[src/rtl/bus_arbiter.sv]
// bus_arbiter
//   Serialises the pipeline's instruction-fetch and data-access requests
//   onto a single request/acknowledge bus. Data accesses win when both are
//   pending. Completed accesses of the current pipeline cycle are remembered
//   so that the pipeline can stall until every request it presented is served.
//   A flush turns an in-flight access into an abort that waits out the bus
//   handshake and throws the result away. A wait counter bounds every access
//   and reports an expiry on bus_err.
//
// Ports
//   clk, rst             clock, synchronous active-low reset
//   if_req, if_addr      instruction fetch request and address
//   if_rdata             registered fetched word
//   mem_req, mem_we      data access request and direction (1 = write)
//   mem_sel              byte enables
//   mem_addr, mem_wdata  data address and write data
//   mem_rdata            registered read word
//   flush                pipeline flush, discards pending results
//   stallreq_from_bus    combinational stall request to the pipeline control
//   bus_req, bus_we      registered bus strobe and direction
//   bus_sel, bus_addr,
//   bus_wdata            registered bus payload
//   bus_rdata, bus_ack   bus read data and completion
//   bus_err              one-cycle pulse when an access times out
module bus_arbiter #(
  parameter int TIMEOUT_CYCLES = 255
) (
  input  logic        clk,
  input  logic        rst,
  input  logic        if_req,
  input  logic [31:0] if_addr,
  output logic [31:0] if_rdata,
  input  logic        mem_req,
  input  logic        mem_we,
  input  logic [3:0]  mem_sel,
  input  logic [31:0] mem_addr,
  input  logic [31:0] mem_wdata,
  output logic [31:0] mem_rdata,
  input  logic        flush,
  output logic        stallreq_from_bus,
  output logic        bus_req,
  output logic        bus_we,
  output logic [3:0]  bus_sel,
  output logic [31:0] bus_addr,
  output logic [31:0] bus_wdata,
  input  logic [31:0] bus_rdata,
  input  logic        bus_ack,
  output logic        bus_err
);

  localparam int CW = (TIMEOUT_CYCLES < 2) ? 1 : $clog2(TIMEOUT_CYCLES + 1);
  localparam logic [CW-1:0] LIMIT = CW'(TIMEOUT_CYCLES - 1);

  typedef enum logic [1:0] {IDLE, DATA, INST, ABORT} state_t;

  state_t        state;
  state_t        state_nxt;
  logic          data_done;
  logic          inst_done;
  logic [CW-1:0] wait_cnt;

  logic data_pend;
  logic inst_pend;
  logic at_limit;
  logic data_ok;
  logic inst_ok;
  logic data_to;
  logic inst_to;
  logic abort_to;
  logic load_data;
  logic load_inst;

  // State register
  always_ff @(posedge clk) begin
    if (!rst) state <= IDLE;
    else      state <= state_nxt;
  end

  // Next-state logic. A flush wins over a timeout on the same edge so that
  // the squashed access is retired through ABORT rather than reported.
  always_comb begin
    state_nxt = state;
    unique case (state)
      IDLE: begin
        if (!flush && data_pend)      state_nxt = DATA;
        else if (!flush && inst_pend) state_nxt = INST;
      end
      DATA: begin
        if (bus_ack) begin
          if (!flush && inst_pend) state_nxt = INST;
          else                     state_nxt = IDLE;
        end else if (flush) begin
          state_nxt = ABORT;
        end else if (at_limit) begin
          state_nxt = IDLE;
        end
      end
      INST: begin
        if (bus_ack)       state_nxt = IDLE;
        else if (flush)    state_nxt = ABORT;
        else if (at_limit) state_nxt = IDLE;
      end
      ABORT: begin
        if (bus_ack || at_limit) state_nxt = IDLE;
      end
      default: state_nxt = IDLE;
    endcase
  end

  // Combinational outputs and event decodes shared by the datapath
  always_comb begin
    data_pend         = mem_req & ~data_done;
    inst_pend         = if_req & ~inst_done;
    stallreq_from_bus = (data_pend | inst_pend) & ~flush;
    at_limit          = (wait_cnt >= LIMIT);
    data_ok           = (state == DATA) & bus_ack & ~flush;
    inst_ok           = (state == INST) & bus_ack & ~flush;
    data_to           = (state == DATA) & ~bus_ack & ~flush & at_limit;
    inst_to           = (state == INST) & ~bus_ack & ~flush & at_limit;
    abort_to          = (state == ABORT) & ~bus_ack & at_limit;
    load_data         = (state == IDLE) & (state_nxt == DATA);
    load_inst         = (state != INST) & (state_nxt == INST);
  end

  // Bus payload, wait counter, result registers and completion flags.
  // The counter saturates at its limit so an access that is flushed on the
  // same edge it would have expired still expires on the next edge in ABORT.
  always_ff @(posedge clk) begin
    if (!rst) begin
      bus_req   <= 1'b0;
      bus_we    <= 1'b0;
      bus_sel   <= 4'b0;
      bus_addr  <= 32'b0;
      bus_wdata <= 32'b0;
      if_rdata  <= 32'b0;
      mem_rdata <= 32'b0;
      data_done <= 1'b0;
      inst_done <= 1'b0;
      wait_cnt  <= '0;
      bus_err   <= 1'b0;
    end else begin
      bus_req <= (state_nxt != IDLE);
      bus_err <= data_to | inst_to | abort_to;

      if (load_data) begin
        bus_we    <= mem_we;
        bus_sel   <= mem_sel;
        bus_addr  <= mem_addr;
        bus_wdata <= mem_wdata;
      end else if (load_inst) begin
        bus_we   <= 1'b0;
        bus_sel  <= 4'b1111;
        bus_addr <= if_addr;
      end

      if (load_data || load_inst)          wait_cnt <= '0;
      else if (bus_req && !bus_ack && !at_limit) wait_cnt <= wait_cnt + 1'b1;

      if (data_ok && !bus_we)      mem_rdata <= bus_rdata;
      else if (data_to && !bus_we) mem_rdata <= 32'b0;

      if (inst_ok)      if_rdata <= bus_rdata;
      else if (inst_to) if_rdata <= 32'b0;

      // Flags only survive while the pipeline is held.
      if (!stallreq_from_bus) begin
        data_done <= 1'b0;
        inst_done <= 1'b0;
      end else begin
        if (data_ok || data_to) data_done <= 1'b1;
        if (inst_ok || inst_to) inst_done <= 1'b1;
      end
    end
  end

endmodule

[config.mk]
export PLATFORM = sky130hd
export DESIGN_NAME = bus_arbiter
export DESIGN_NICKNAME = d
export VERILOG_FILES = /design/src/rtl/bus_arbiter.sv
export SDC_FILE = /design/constraint.sdc
export NUM_CORES = 1
export LEC_CHECK = 0
export BUFFER_PORTS_ARGS = -buffer_cell sky130_fd_sc_hd__buf_2
export CORE_MARGIN = 2
export CORE_UTILIZATION = 52
export CTS_BUF_LIST = sky130_fd_sc_hd__clkbuf_2 sky130_fd_sc_hd__clkbuf_4 sky130_fd_sc_hd__clkbuf_8
export CTS_CLUSTER_DIAMETER = 50
export CTS_CLUSTER_SIZE = 40
export DETAILED_ROUTE_END_ITERATION = 10
export PLACE_DENSITY = 0.95
export SLEW_MARGIN = 20
export SYNTH_ARGS = -nofsm -noshare
export SYNTH_HDL_FRONTEND = slang
export SYNTH_SLANG_ARGS = --single-unit
[constraint.sdc]
create_clock -name clk -period 2.9 [get_ports clk]
set_clock_uncertainty 0.15 [all_clocks]
set_input_delay 0.435 -clock clk [delete_from_list [all_inputs] [get_ports clk]]
set_output_delay 0.435 -clock clk [all_outputs]
set_load 0.005 [all_outputs]
* Yosys cells after proc, flatten, opt, wreduce, memory -nomap -nowiden
Cells that the tools add are included.
** Word-level totals
- Word-level logic and storage cells :: 85
- Flip-flop bits (word level) :: 147
** Cells by class
- Reduce and logical (&&, ||, !) cells :: 21
- Mux-type cells :: 19
- $add $sub $neg :: 1
- Equality and inequality tests :: 6
- Order comparisons :: 1
- Bitwise logic cells :: 25
** Operators with widths (count)
- $mux W32 :: 6
- $and A1 B1 Y1 :: 17
- $mux W2 :: 8
- $add A8 B1 Y8 const B :: 1
- $ge A8 B8 Y1 const B :: 1
- $mux W4 :: 2
- $pmux W2 S4 :: 1
- $reduce_bool A2 Y1 :: 4
- $eq A2 B2 Y1 const B :: 3
- $logic_and A1 B1 Y1 :: 6
- $not A1 Y1 :: 5
- $eq A2 B1 Y1 const B :: 2
- $logic_not A1 Y1 :: 4
- $logic_or A1 B1 Y1 :: 4
- $or A1 B1 Y1 :: 3
- $logic_not A2 Y1 :: 1
- $mux W1 :: 2
- $ne A2 B2 Y1 const B :: 1
- $reduce_and A2 Y1 :: 1
- $reduce_or A2 Y1 :: 1

* Longest topological paths before layout
Gate-level depths: netlist (run 1).
- Depth after elaboration :: 10
- Mapped depth :: 8

* Worst setup path before layout (run 1)
OpenSTA, ideal clock, no wires.
- Path type :: register -> register
- Start point :: register wait_cnt[0]
- End point :: register mem_rdata[10]
- Period minus slack after synthesis :: 1.726 ns
- Path slack :: 1.174 ns
- Path buffers :: 1
- Data arrival time :: 1.510 ns
- Cell stages (with the launch flop) :: 9
- Required time :: 2.685 ns
- Library setup time :: 0.065 ns
- Cells stage by stage :: dfxtp_1 inv_1 ha_1 o211ai_2 o21ai_4 nand2_1 clkbuf_1 a22oi_1 nor2b_1
** On the way
- Cells in the longest elaborated chain, start to end :: 4
** Ends and longest elaborated chain
- from (decl) :: RTL line 60 : logic [CW-1:0] wait_cnt;
- from (signal assigned) :: RTL line 157 : else if (bus_req && !bus_ack && !at_limit) wait_cnt <= wait_cnt + 1'b1;
- $ge A8 B8 Y1 :: RTL line 115 : at_limit = (wait_cnt >= LIMIT);
- $and A1 B1 Y1 :: RTL line 118 : data_to = (state == DATA) & ~bus_ack & ~flush & at_limit;
- $logic_and A1 B1 Y1 :: RTL line 160 : else if (data_to && !bus_we) mem_rdata <= 32'b0;
- $reduce_bool A2 Y1 (no source line)
- to (signal assigned) :: RTL line 159 : if (data_ok && !bus_we) mem_rdata <= bus_rdata;
- to (decl) :: RTL line 38 : output logic [31:0] mem_rdata,
Every way passes these cells.
A chain may end at the register's enable or synchronous reset.

* Worst setup path after layout (run 1)
- Start point :: register state[0]
- End point :: register mem_rdata[7]
** On the way
- Cells in the longest elaborated chain, start to end :: 6
- Elaborated cells on any way between the ends :: 10
- Those cells by class :: eq/ne: 1; mux: 1; bitwise: 5; reduce/logical: 3
** Ends and longest elaborated chain
- from (decl) :: RTL line 56 : state_t state;
- from (signal assigned) :: RTL line 76 : else state <= state_nxt;
- $eq A2 B1 Y1 * :: RTL line 116, 118
- $and A1 B1 Y1 (3 in series) :: RTL line 118
- $logic_and A1 B1 Y1 :: RTL line 160
- $reduce_bool A2 Y1 (no source line)
Every way passes the cells marked *; elsewhere a longest branch is shown, timed or not.

==> flow_summary.toml, run 1 <==
[outcome]
outcome = "complete, no violations"

[min_path]
timing.hold.worst.start = "mem_wdata[12]"
kind_of_path_behind_the_tightest_hold_check = "in -> reg"
hold-path-endpoint = "bus_wdata[12]"
holdPathStages = 3

[yosys]
ys_top_cells_by_area = "sky130_fd_sc_hd__dfxtp_1, sky130_fd_sc_hd__nand2_1, sky130_fd_sc_hd__a22oi_1"
syn-cell-area_sq_um = 5843
synthesis.yosys.warnings = 0
postSynth.topFlopCell = "sky130_fd_sc_hd__dfxtp_1"
synth_sequential_area_ratio_pct = 50.36
ys_types = 39
synthesis.instances = 636
synthArstFlopShare_pct = 0
fraction_of_synthesized_cell_area_taken_by_the_top_area_cell_type_pct = 50.36
avgSynthCellArea_sq_um = 9.187
post_synthesis_sequential_element_count = 147
postSynthNetCount = 777
synth_top_area_cell = "sky130_fd_sc_hd__dfxtp_1"
synth_enable_flop_cells = 0

[power_and_ir_drop]
static-leakage-power_nw = 3.723
power_density_nw_per_um2 = 556.7
ir_drop_mv = 0.5347

[clock_tree]
cts_hold_repair.buffers = 0
cts_tree = "built"
cts.root.buffer_cell = "sky130_fd_sc_hd__clkbuf_8"
tritoncts_num_sinks = 147
clock_latency_ps = 430
ctsLongestPathBuffers = 2
post_cts_resize_count = 0
worst_setup_hold_path_clk_slew_ps = 80
cts_post_setup_buffers_inserted = 0
h-tree-depth = 4
numCtsBuffers = 17

[critical_path]
register_to_register_setup_slack_ps = 870
timing.critical_path.max_delay_family = "simple AND/OR/NAND/NOR gates"
ff2ff_path_depth = 6
worst_path_largest_cell_delay_ps = 570
critical_path.reg2reg.endpoint = "mem_rdata[7]"
timing.critical_path.fanout_max = 32
worst_ep_arrival_time_ps = 2240
worst-endpoint-required_ps = 3110
crit_buf_inv = 2
worst_setup_path_start_kind = "register"
worstReg2RegStart = "state[0]"
worstSetupPathType = "reg -> reg"
cp-end-kind = "register"
crit_path_top_delay_cell = "sky130_fd_sc_hd__dfxtp_1"
path_cells = "inv_2 -> nor4_2 -> and2_1 -> buf_4 -> a22oi_1 -> nor2b_1"

[timing]
relative_slew_margins_pct = 57.69
period_share_pct = 70.02
fin_tns_setup_ps = 0
finalWorstPathRequiredPeriod_ps = 2031
setup-violations-final = 0
max_slew_violation_total_from_the_final_report = 0
worst_slew_pin_slew_ps = 634.6
setup_repair_after_global_routing_missed_its_margin = "false"
hold_violations = 0
hold-worst-slack_ps = 82.13
peak_freq_mhz = 492.5

[placement]
post-dp-hpwl_um = 11280
placedCellCount = 1007
gpl.final_weighted_congestion = 0.7647
buffer_ports.inserted = 274

[detailed_routing]
wl_met1_um = 6180
total_wire_length_after_detailed_routing_um = 16200
detail-route-antenna-nets = 0
detailedRoute.firstPassIterationCount = 6
initialDrtViolationCount = 589
avgViaCountPerCell = 5.331
dr_total_vias = 5544
number_of_remaining_drc_errors = 0
drt-wirelength-per-cell_um = 15.58
wl_met2_um = 8381
dr_wl_met3_um = 1412
top_layer_used = "met4"

[grt]
first_global_vias = 5209
grt_pass1_wl_um = 24800
global_route.overflow_total = 0
grt_antenna_before_repair = 4
largest_net_degree_at_the_start_of_global_routing = 73
grt_util_overall_pct = 26.40

[die]
floorplan.core_area_sq_um = 10890
floorplan.die_area_sq_um = 12100
row_count = 38
floorplan.initialDensity_pct = 53.67
die_y_um = 110.0
chipWidth_um = 110.0
floorplan.io_pins = 275

[cells_and_area]
drive_gt1_share_pct = 35.98
final_cell_count_no_fill = 1040
utilization_pct = 70.08
areaGrowthSynthToFinish_pct = 30.58
finish.net_count = 1027

[job]
cap_violations = 0
[cells in the mapped netlist, types with 2 or more instances]
| cell | count |
|---|---|
| sky130_fd_sc_hd__a21boi_1 | 33 |
| sky130_fd_sc_hd__a21oi_1 | 7 |
| sky130_fd_sc_hd__a22oi_1 | 64 |
| sky130_fd_sc_hd__and2_1 | 3 |
| sky130_fd_sc_hd__buf_2 | 16 |
| sky130_fd_sc_hd__buf_4 | 5 |
| sky130_fd_sc_hd__buf_6 | 3 |
| sky130_fd_sc_hd__clkbuf_1 | 29 |
| sky130_fd_sc_hd__dfxtp_1 | 147 |
| sky130_fd_sc_hd__ha_1 | 2 |
| sky130_fd_sc_hd__inv_2 | 3 |
| sky130_fd_sc_hd__nand2_1 | 139 |
| sky130_fd_sc_hd__nand2b_1 | 7 |
| sky130_fd_sc_hd__nand3_1 | 32 |
| sky130_fd_sc_hd__nor2_1 | 14 |
| sky130_fd_sc_hd__nor2b_1 | 64 |
| sky130_fd_sc_hd__nor3_1 | 3 |
| sky130_fd_sc_hd__nor4_1 | 3 |
| sky130_fd_sc_hd__nor4_2 | 2 |
| sky130_fd_sc_hd__o211a_1 | 33 |
| sky130_fd_sc_hd__o21a_1 | 2 |
| sky130_fd_sc_hd__o221a_1 | 4 |
| sky130_fd_sc_hd__xnor2_1 | 4 |
| sky130_fd_sc_hd__xor2_1 | 2 |
[power breakdown]
| part | switching, mW | total, mW | internal, mW |
|---|---|---|---|
| Sequential | 0.0549 | 2.17 | 2.11 |
| Combinational | 0.277 | 0.538 | 0.261 |
| Clock | 0.717 | 1.54 | 0.825 |
| Total | 1.05 | 4.25 | 3.20 |
[cell families (layout without fill, tap and decap cells)]
| group | after synthesis | count (layout) | synth area share, % |
|---|---|---|---|
| and+or+nand+nor | 274 | 274 | 22.76 |
| other | 0 | 5 | 0 |
| buffers and inverters | 57 | 316 | 4.711 |
| AOI/OAI and AO/OA | 149 | 149 | 20.66 |
| adders and majority gates | 3 | 3 | 0.5995 |
| xor gates and xnor gates | 6 | 6 | 0.8994 |
| DFF | 147 | 147 | 50.36 |
[per-stage QoR]
stage | setup WS (ps) | power, mW | instance area [sq um]
2_1_floorplan | 1174 | 2.502 | 5843
3_3_place_gp | 971.7 | 2.735 | 7242
3_5_place_dp | 920.6 | 2.749 | 7242
4_1_cts | 877.1 | 4.288 | 7617
5_1_grt | 746.7 | 4.436 | 7627
6_report | 869.5 | 4.247 | 7630
[worst reg2reg max path, stage by stage, from the launching register on]
cell and delay, ps:
sky130_fd_sc_hd__dfxtp_1 570, sky130_fd_sc_hd__inv_2 130, sky130_fd_sc_hd__nor4_2 290, sky130_fd_sc_hd__and2_1 160, sky130_fd_sc_hd__buf_4 330, sky130_fd_sc_hd__a22oi_1 190, sky130_fd_sc_hd__nor2b_1 160
[flip-flops by register name (all words and copies together) (netlist names)]
| signal | count |
|---|---|
| state | 2 |
| bus_we | 1 |
| bus_req | 1 |
| bus_sel | 4 |
| mem_rdata | 32 |
| inst_done | 1 |
| bus_addr | 32 |
| if_rdata | 32 |
| wait_cnt | 8 |
| bus_err | 1 |
| bus_wdata | 32 |
| data_done | 1 |
[how the worst max path moves through the flow]
stage | startpoint | to | cells past startpoint
final | state[0] | mem_rdata[7] | 6
after global routing | state[0] | mem_rdata[6] | 6
after CTS | state[0] | mem_rdata[7] | 6
after detailed placement | state[0] | mem_rdata[22] | 6
after global placement | flush | bus_addr[30] | 6
after floorplan | wait_cnt[0] | mem_rdata[10] | 8
[layout make-up]
class	instances	area [sq um]
clock buffers	17	234.0
diodes	5	12.51
inverters	4	15.01
repair buffers	284	1474
flip-flops and latches	147	2943
fillers	834	3258
clock inverters	11	141.4
multi-input cells	432	2635
well taps	140	175.2
[routing by layer]
metal | GRT usage [%] | vias up
met5 | 0 | -
met4 | 9.946 | 0
met3 | 9.053 | 14
met2 | 47.20 | 246
met1 | 28.67 | 2585
li1 | - | 2699
[cell usage in the layout (no fill, tap or decap), types with 2 or more instances in the layout]
master | Yosys | final
sky130_fd_sc_hd__a22oi_1 | 64 | 64
sky130_fd_sc_hd__clkinv_2 | 0 | 4
sky130_fd_sc_hd__nor2b_1 | 64 | 64
sky130_fd_sc_hd__dfxtp_1 | 147 | 147
sky130_fd_sc_hd__nand2b_1 | 7 | 7
sky130_fd_sc_hd__nand3_1 | 32 | 32
sky130_fd_sc_hd__nand2_1 | 139 | 139
sky130_fd_sc_hd__o221a_1 | 4 | 4
sky130_fd_sc_hd__buf_12 | 0 | 2
sky130_fd_sc_hd__buf_4 | 5 | 9
sky130_fd_sc_hd__clkinvlp_4 | 0 | 3
sky130_fd_sc_hd__a21oi_1 | 7 | 7
sky130_fd_sc_hd__nor2_1 | 14 | 14
sky130_fd_sc_hd__nor4_4 | 1 | 2
sky130_fd_sc_hd__and2_1 | 3 | 3
sky130_fd_sc_hd__ha_1 | 2 | 2
sky130_fd_sc_hd__a21boi_1 | 33 | 33
sky130_fd_sc_hd__clkbuf_8 | 0 | 17
sky130_fd_sc_hd__buf_2 | 16 | 273
sky130_fd_sc_hd__nor4_1 | 3 | 3
sky130_fd_sc_hd__o211a_1 | 33 | 33
sky130_fd_sc_hd__diode_2 | 0 | 5
sky130_fd_sc_hd__nor3_1 | 3 | 3
sky130_fd_sc_hd__xor2_1 | 2 | 2
sky130_fd_sc_hd__bufinv_16 | 0 | 3
sky130_fd_sc_hd__inv_2 | 3 | 3
sky130_fd_sc_hd__xnor2_1 | 4 | 4
No activity file was read; power rests on OpenSTA's default activity.
==> run 2: changes to the inputs <==
--- a/config.mk
+++ b/config.mk
@@ -7,12 +7,12 @@
 export LEC_CHECK = 0
 export BUFFER_PORTS_ARGS = -buffer_cell sky130_fd_sc_hd__buf_2
 export CORE_MARGIN = 2
-export CORE_UTILIZATION = 52
+export CORE_UTILIZATION = 43
 export CTS_BUF_LIST = sky130_fd_sc_hd__clkbuf_2 sky130_fd_sc_hd__clkbuf_4 sky130_fd_sc_hd__clkbuf_8
 export CTS_CLUSTER_DIAMETER = 50
 export CTS_CLUSTER_SIZE = 40
 export DETAILED_ROUTE_END_ITERATION = 10
-export PLACE_DENSITY = 0.95
+export PLACE_DENSITY = 0.87
 export SLEW_MARGIN = 20
 export SYNTH_ARGS = -nofsm -noshare
 export SYNTH_HDL_FRONTEND = slang
==> constraint.sdc (replaced) <==
create_clock -name clk -period 1.86 [get_ports clk]
set_clock_uncertainty 0.15 [all_clocks]
set_input_delay 0.279 -clock clk [delete_from_list [all_inputs] [get_ports clk]]
set_output_delay 0.279 -clock clk [all_outputs]
set_load 0.005 [all_outputs]
==> run 2 against run 1 <==
Effect of this change: final cell count up 14%; sequential cell count unchanged; non-clock buffer count grew 115; power rose by 58%; clock power is 46% higher; via count increased by 12%; global-route usage down 0.36 points; first-iteration DRC count decreased by 16%; core utilization shrank 2.9 points; critical path depth rose by 2; critical path type unchanged; critical endpoint is now mem_rdata[9].
==> flow_summary.toml, run 2 (synthesis gave the netlist of run 1 again) <==
[detailed_routing]
detailedRoute.firstPassIterationCount = 7
dr_total_vias = 6188
number_of_remaining_drc_errors = 0
initialDrtViolationCount = 496
drt-wirelength-per-cell_um = 16.44
detail-route-antenna-nets = 0
total_wire_length_after_detailed_routing_um = 19530
avgViaCountPerCell = 5.209

[cells_and_area]
drive_gt1_share_pct = 33.60
antenna_fix_cells = 0
finish.net_count = 1142
final_cell_count_no_fill = 1188
final_cell_mix = "sky130_fd_sc_hd__buf_2, sky130_fd_sc_hd__dfxtp_1, sky130_fd_sc_hd__nand2_1, sky130_fd_sc_hd__dlygate4sd3_1, sky130_fd_sc_hd__nor2b_1"
layout.cell_area.non_filler_sq_um = 8892
mostFrequentLayoutCell = "sky130_fd_sc_hd__buf_2"
areaGrowthSynthToFinish_pct = 52.18

[die]
floorplan.core_area_sq_um = 13240
row_count = 42
floorplan.io_pins = 275
floorplan.initialDensity_pct = 44.12
chipWidth_um = 120.6
floorplan.die_area_sq_um = 14540
die_y_um = 120.6

[placement]
buffer_ports.inserted = 274
post-dp-hpwl_um = 10960
placedInstanceArea_sq_um = 7427
gpl.final_weighted_congestion = 0.8381
placedCellCount = 1050
dp_slack_ps = 113.3

[clock_tree]
h-tree-depth = 4
numCtsBuffers = 17
clock_latency_ps = 440
cts_tree = "built"
ctsLongestPathBuffers = 2
worst_setup_hold_path_clk_slew_ps = 80
tritoncts_num_sinks = 147
cts.root.buffer_cell = "sky130_fd_sc_hd__clkbuf_8"

[timing]
setup_repair_after_global_routing_missed_its_margin = "true"
hold_violations = 0
final_ws_setup_ps = 48.64
max_slew_violation_total_from_the_final_report = 0
worst_slew_pin_slew_ps = 401.3
relative_slew_margins_pct = 72.87
peak_freq_mhz = 552.1
setup-violations-final = 0
finalWorstPathRequiredPeriod_ps = 1811
fin_tns_setup_ps = 0
hold-worst-slack_ps = 40.70
period_share_pct = 97.39

[grt]
global_route.overflow_total = 0
grt_antenna_before_repair = 1
largest_net_degree_at_the_start_of_global_routing = 78
first_global_vias = 6278
grt_util_overall_pct = 26.04
grt_pass1_wl_um = 30080

[critical_path]
worst_ep_arrival_time_ps = 1990
critical_path.reg2reg.endpoint = "mem_rdata[9]"
cp-end-kind = "register"
worst_setup_path_start_kind = "register"
register_to_register_setup_slack_ps = 50
worstSetupPathType = "reg -> reg"
timing.critical_path.fanout_max = 32
worst-endpoint-required_ps = 2040
worstReg2RegStart = "wait_cnt[0]"
ff2ff_path_depth = 8

[outcome]
outcome = "complete, no violations"

[power_and_ir_drop]
power_density_nw_per_um2 = 756.8
static-leakage-power_nw = 4.242
ir_drop_mv = 0.3915

[job]
cap_violations = 0

[min_path]
kind_of_path_behind_the_tightest_hold_check = "in -> reg"
holdPathStages = 4
hold-path-endpoint = "bus_addr[11]"
timing.hold.worst.start = "mem_addr[11]"
## run 2: layer usage
| metal | vias to the layer above | share of wire, % | wire length (um) | GRT usage (%) |
|---|---|---|---|---|
| met5 | - | 0.036 | 7 | 0 |
| met4 | 2 | 3.8 | 733 | 13.74 |
| met3 | 63 | 9.2 | 1806 | 7.925 |
| met2 | 374 | 49 | 9572 | 44.74 |
| met1 | 2824 | 38 | 7405 | 28.84 |
| li1 | 2925 | - | - | - |
## run 2: worst max path at each step
stage / startpoint / end / depth (start not counted)
after detailed placement: state[1] / if_rdata[18] / 6
final: wait_cnt[0] / mem_rdata[9] / 8
after CTS: data_done / stallreq_from_bus / 3
after global placement: state[1] / bus_err / 3
after floorplan: wait_cnt[0] / mem_rdata[10] / 8
after global routing: wait_cnt[0] / mem_rdata[31] / 8
## run 2: layout make-up
type                            instances  area (sq um)
Clock inverter                         10         88.84
Clock buffer                           20         256.5
Fill cell                             970          4350
Sequential cell                       147          2945
Timing Repair Buffer                  399          2693
Tap cell                              176         220.2
Multi-Input combinational cell        432          2674
Inverter                                4         15.01
## run 2: repair_timing
item | in CTS | in global routing
hold endpoints to repair | 128 | 0
gates resized for setup | 0 | 9
endpoints found under the setup margin | 0 | 84
setup buffers | 0 | 1
hold buffers | 107 | 0
## run 2: critical path, cell delays in order, from the launching register on
cell and delay (ps):
sky130_fd_sc_hd__dfxtp_1 310, sky130_fd_sc_hd__inv_1 50, sky130_fd_sc_hd__ha_1 160, sky130_fd_sc_hd__o211ai_2 120, sky130_fd_sc_hd__o21ai_4 270, sky130_fd_sc_hd__nand2_1 140
sky130_fd_sc_hd__buf_12 190, sky130_fd_sc_hd__a22oi_1 200, sky130_fd_sc_hd__nor2b_1 80
## run 2: where the power goes
group / internal, mW / switching, mW / total, mW / leakage, nW
combinational: 0.590 / 0.511 / 1.10 / 2.86
clock: 1.08 / 1.17 / 2.25 / 0.182
sequential: 3.29 / 0.0889 / 3.38 / 1.20
## run 2: per-stage QoR
step,util [%],power (mW)
after floorplan,-,3.901
after global placement,56.08,4.313
after detailed placement,56.08,4.328
after CTS,66.78,6.732
after global routing,67.15,7.025
final,67.15,6.730
==> run 3: changes to the inputs <==
--- a/config.mk
+++ b/config.mk
@@ -7,12 +7,12 @@
 export LEC_CHECK = 0
 export BUFFER_PORTS_ARGS = -buffer_cell sky130_fd_sc_hd__buf_2
 export CORE_MARGIN = 2
-export CORE_UTILIZATION = 43
+export CORE_UTILIZATION = 48
 export CTS_BUF_LIST = sky130_fd_sc_hd__clkbuf_2 sky130_fd_sc_hd__clkbuf_4 sky130_fd_sc_hd__clkbuf_8
 export CTS_CLUSTER_DIAMETER = 50
 export CTS_CLUSTER_SIZE = 40
 export DETAILED_ROUTE_END_ITERATION = 10
-export PLACE_DENSITY = 0.87
+export PLACE_DENSITY = 0.91
 export SLEW_MARGIN = 20
 export SYNTH_ARGS = -nofsm -noshare
 export SYNTH_HDL_FRONTEND = slang
==> constraint.sdc (replaced) <==
create_clock -name clk -period 1.77 [get_ports clk]
set_clock_uncertainty 0.15 [all_clocks]
set_input_delay 0.2655 -clock clk [delete_from_list [all_inputs] [get_ports clk]]
set_output_delay 0.2655 -clock clk [all_outputs]
set_load 0.005 [all_outputs]
==> run 3 against run 2 <==
Effect of this change: the run now ends with negative setup slack left; non-clock buffer count down 10; first-iteration DRC count down 2.8%; power up 11%; largest power group unchanged.
==> flow_summary.toml, run 3 (synthesis gave the netlist of run 1 again) <==
[outcome]
outcome = "finished with violations"
violations_in_the_final_reports = "negative setup slack"

[job]
cap_violations = 0

[min_path]
timing.hold.worst.start = "mem_addr[12]"
kind_of_path_behind_the_tightest_hold_check = "in -> reg"
holdPathStages = 4
hold-path-endpoint = "bus_addr[12]"

[power_and_ir_drop]
ir_drop_mv = 0.7928
static-leakage-power_nw = 4.309
post-layout-total-power_mw = 7.445
power_density_nw_per_um2 = 809.0

[clock_tree]
worst_setup_hold_path_clk_slew_ps = 80
h-tree-depth = 4
cts.root.buffer_cell = "sky130_fd_sc_hd__clkbuf_8"
clock_latency_ps = 440
numCtsBuffers = 17
tritoncts_num_sinks = 147
ctsLongestPathBuffers = 2
cts_tree = "built"

[detailed_routing]
detail-route-antenna-nets = 0
total_wire_length_after_detailed_routing_um = 21510
dr_total_vias = 6341
avgViaCountPerCell = 5.509
detailedRoute.firstPassIterationCount = 5
number_of_remaining_drc_errors = 0
drt-wirelength-per-cell_um = 18.69
initialDrtViolationCount = 482

[timing]
relative_slew_margins_pct = 77.95
worst_slew_pin_slew_ps = 326.1
period_share_pct = 103.2
finalWorstPathRequiredPeriod_ps = 1827
setup_repair_after_global_routing_missed_its_margin = "true"
fin_tns_setup_ps = -239.5
max_slew_violation_total_from_the_final_report = 0
hold-worst-slack_ps = 19.33
setup-violations-final = 14
peak_freq_mhz = 547.3
final_ws_setup_ps = -57.03
hold_violations = 0

[cells_and_area]
mostFrequentLayoutCell = "sky130_fd_sc_hd__buf_2"
areaGrowthSynthToFinish_pct = 57.49
utilization_pct = 76.94
finish.net_count = 1132
final_cell_mix = "sky130_fd_sc_hd__buf_2, sky130_fd_sc_hd__dfxtp_1, sky130_fd_sc_hd__nand2_1, sky130_fd_sc_hd__dlygate4sd3_1, sky130_fd_sc_hd__nor2b_1"
layout_fillers = 726
drive_gt1_share_pct = 40.78
final_cell_count_no_fill = 1151

[grt]
grt_util_overall_pct = 28.27
grt_antenna_before_repair = 1
grt_pass1_wl_um = 29190
first_global_vias = 6159
global_route.overflow_total = 0
largest_net_degree_at_the_start_of_global_routing = 71

[critical_path]
worst_ep_arrival_time_ps = 2010
ff2ff_path_depth = 8
timing.critical_path.fanout_max = 8
path_cells = "inv_2 -> ha_4 -> o211ai_4 -> o21ai_4 -> nand2_4 -> clkbuf_16 -> a22oi_1 -> nor2b_1"
worst_path_largest_cell_delay_ps = 330
worstReg2RegStart = "wait_cnt[0]"
worst-endpoint-required_ps = 1950
worstSetupPathType = "reg -> reg"
crit_path_top_delay_cell = "sky130_fd_sc_hd__dfxtp_2"
cp-end-kind = "register"
worst_setup_path_start_kind = "register"
register_to_register_setup_slack_ps = -60
critical_path.reg2reg.endpoint = "if_rdata[8]"

[placement]
placedCellCount = 1024
gpl.final_weighted_congestion = 0.8458
buffer_ports.inserted = 274
post-dp-hpwl_um = 10960

[die]
die_y_um = 114.3
floorplan.initialDensity_pct = 48.85
floorplan.io_pins = 275
chipWidth_um = 114.3
row_count = 40
floorplan.die_area_sq_um = 13070
floorplan.core_area_sq_um = 11960
## run 3: cell count changes in the layout (fill, tap and decap cells not counted), moves of 4 or more
cell / previous run / this run
sky130_fd_sc_hd__clkbuf_16: 0 / 6
sky130_fd_sc_hd__buf_6: 0 / 4
sky130_fd_sc_hd__a22oi_2: 4 / 50
sky130_fd_sc_hd__dlygate4sd3_1: 107 / 86
sky130_fd_sc_hd__a22oi_1: 60 / 14
## run 3: worst max-delay path by stage
stage                 from       endpoint  slack, ps
6_report       wait_cnt[0]    if_rdata[8]        -60
3_5_place_dp   wait_cnt[0]    wait_cnt[6]          3
4_1_cts        wait_cnt[0]    wait_cnt[6]        -20
3_3_place_gp     data_done    wait_cnt[1]         70
5_1_grt        wait_cnt[1]    if_rdata[8]       -170
2_1_floorplan  wait_cnt[0]  mem_rdata[10]         40
## run 3: area by class of cell
type	instances	area, sq um	share of cell area, %
inverter	4	15.01	0.1632
clock inverter	12	132.6	1.441
clock buffer	19	261.5	2.842
tap	147	183.9	1.999
sequential	147	2947	32.02
timing repair buffer	389	2685	29.18
antenna	1	2.502	0.02719
multi-input combinational	432	2975	32.33
## run 3: per-stage QoR
stage               setup slack, ps  cell area [sq um]
floorplan                     44.14               5843
global placement              74.75               7413
detailed placement            2.877               7413
CTS                          -15.21               8681
global route                 -174.6               9203
finish                       -57.03               9203
## run 3: repair_timing
item / CTS / global route
hold buffers: 86 / 0
endpoints found under the hold margin: 112 / 0
gates resized for setup: 4 / 75
setup endpoints to repair: 9 / 97
buffers inserted: 0 / 2
pin swaps: 0 / 6
gates cloned: 0 / 7
## run 3: where the power goes
| part | leakage, nW | switching, mW | internal (mW) |
|---|---|---|---|
| Combinational | 2.92 | 0.596 | 0.668 |
| Sequential | 1.20 | 0.101 | 3.46 |
| Clock | 0.194 | 1.30 | 1.32 |
## run 3: critical path: cells and delay by family (launching register included)
family,cells,cell delay (ps)
adder cells (fa/ha/maj),1,140
AO/OA/AOI/OAI,3,620
AND/OR/NAND/NOR,2,220
flip-flops,1,330
buffers and inverters,2,260
## run 3: metal layers
metal / part of all wire [%] / track usage (%) / vias up
li1: - / - / 2908
met1: 37 / 29.61 / 2967
met2: 50 / 49.68 / 381
met3: 8.5 / 8.841 / 85
met4: 4.6 / 16.83 / 0
met5: 0 / 0 / -
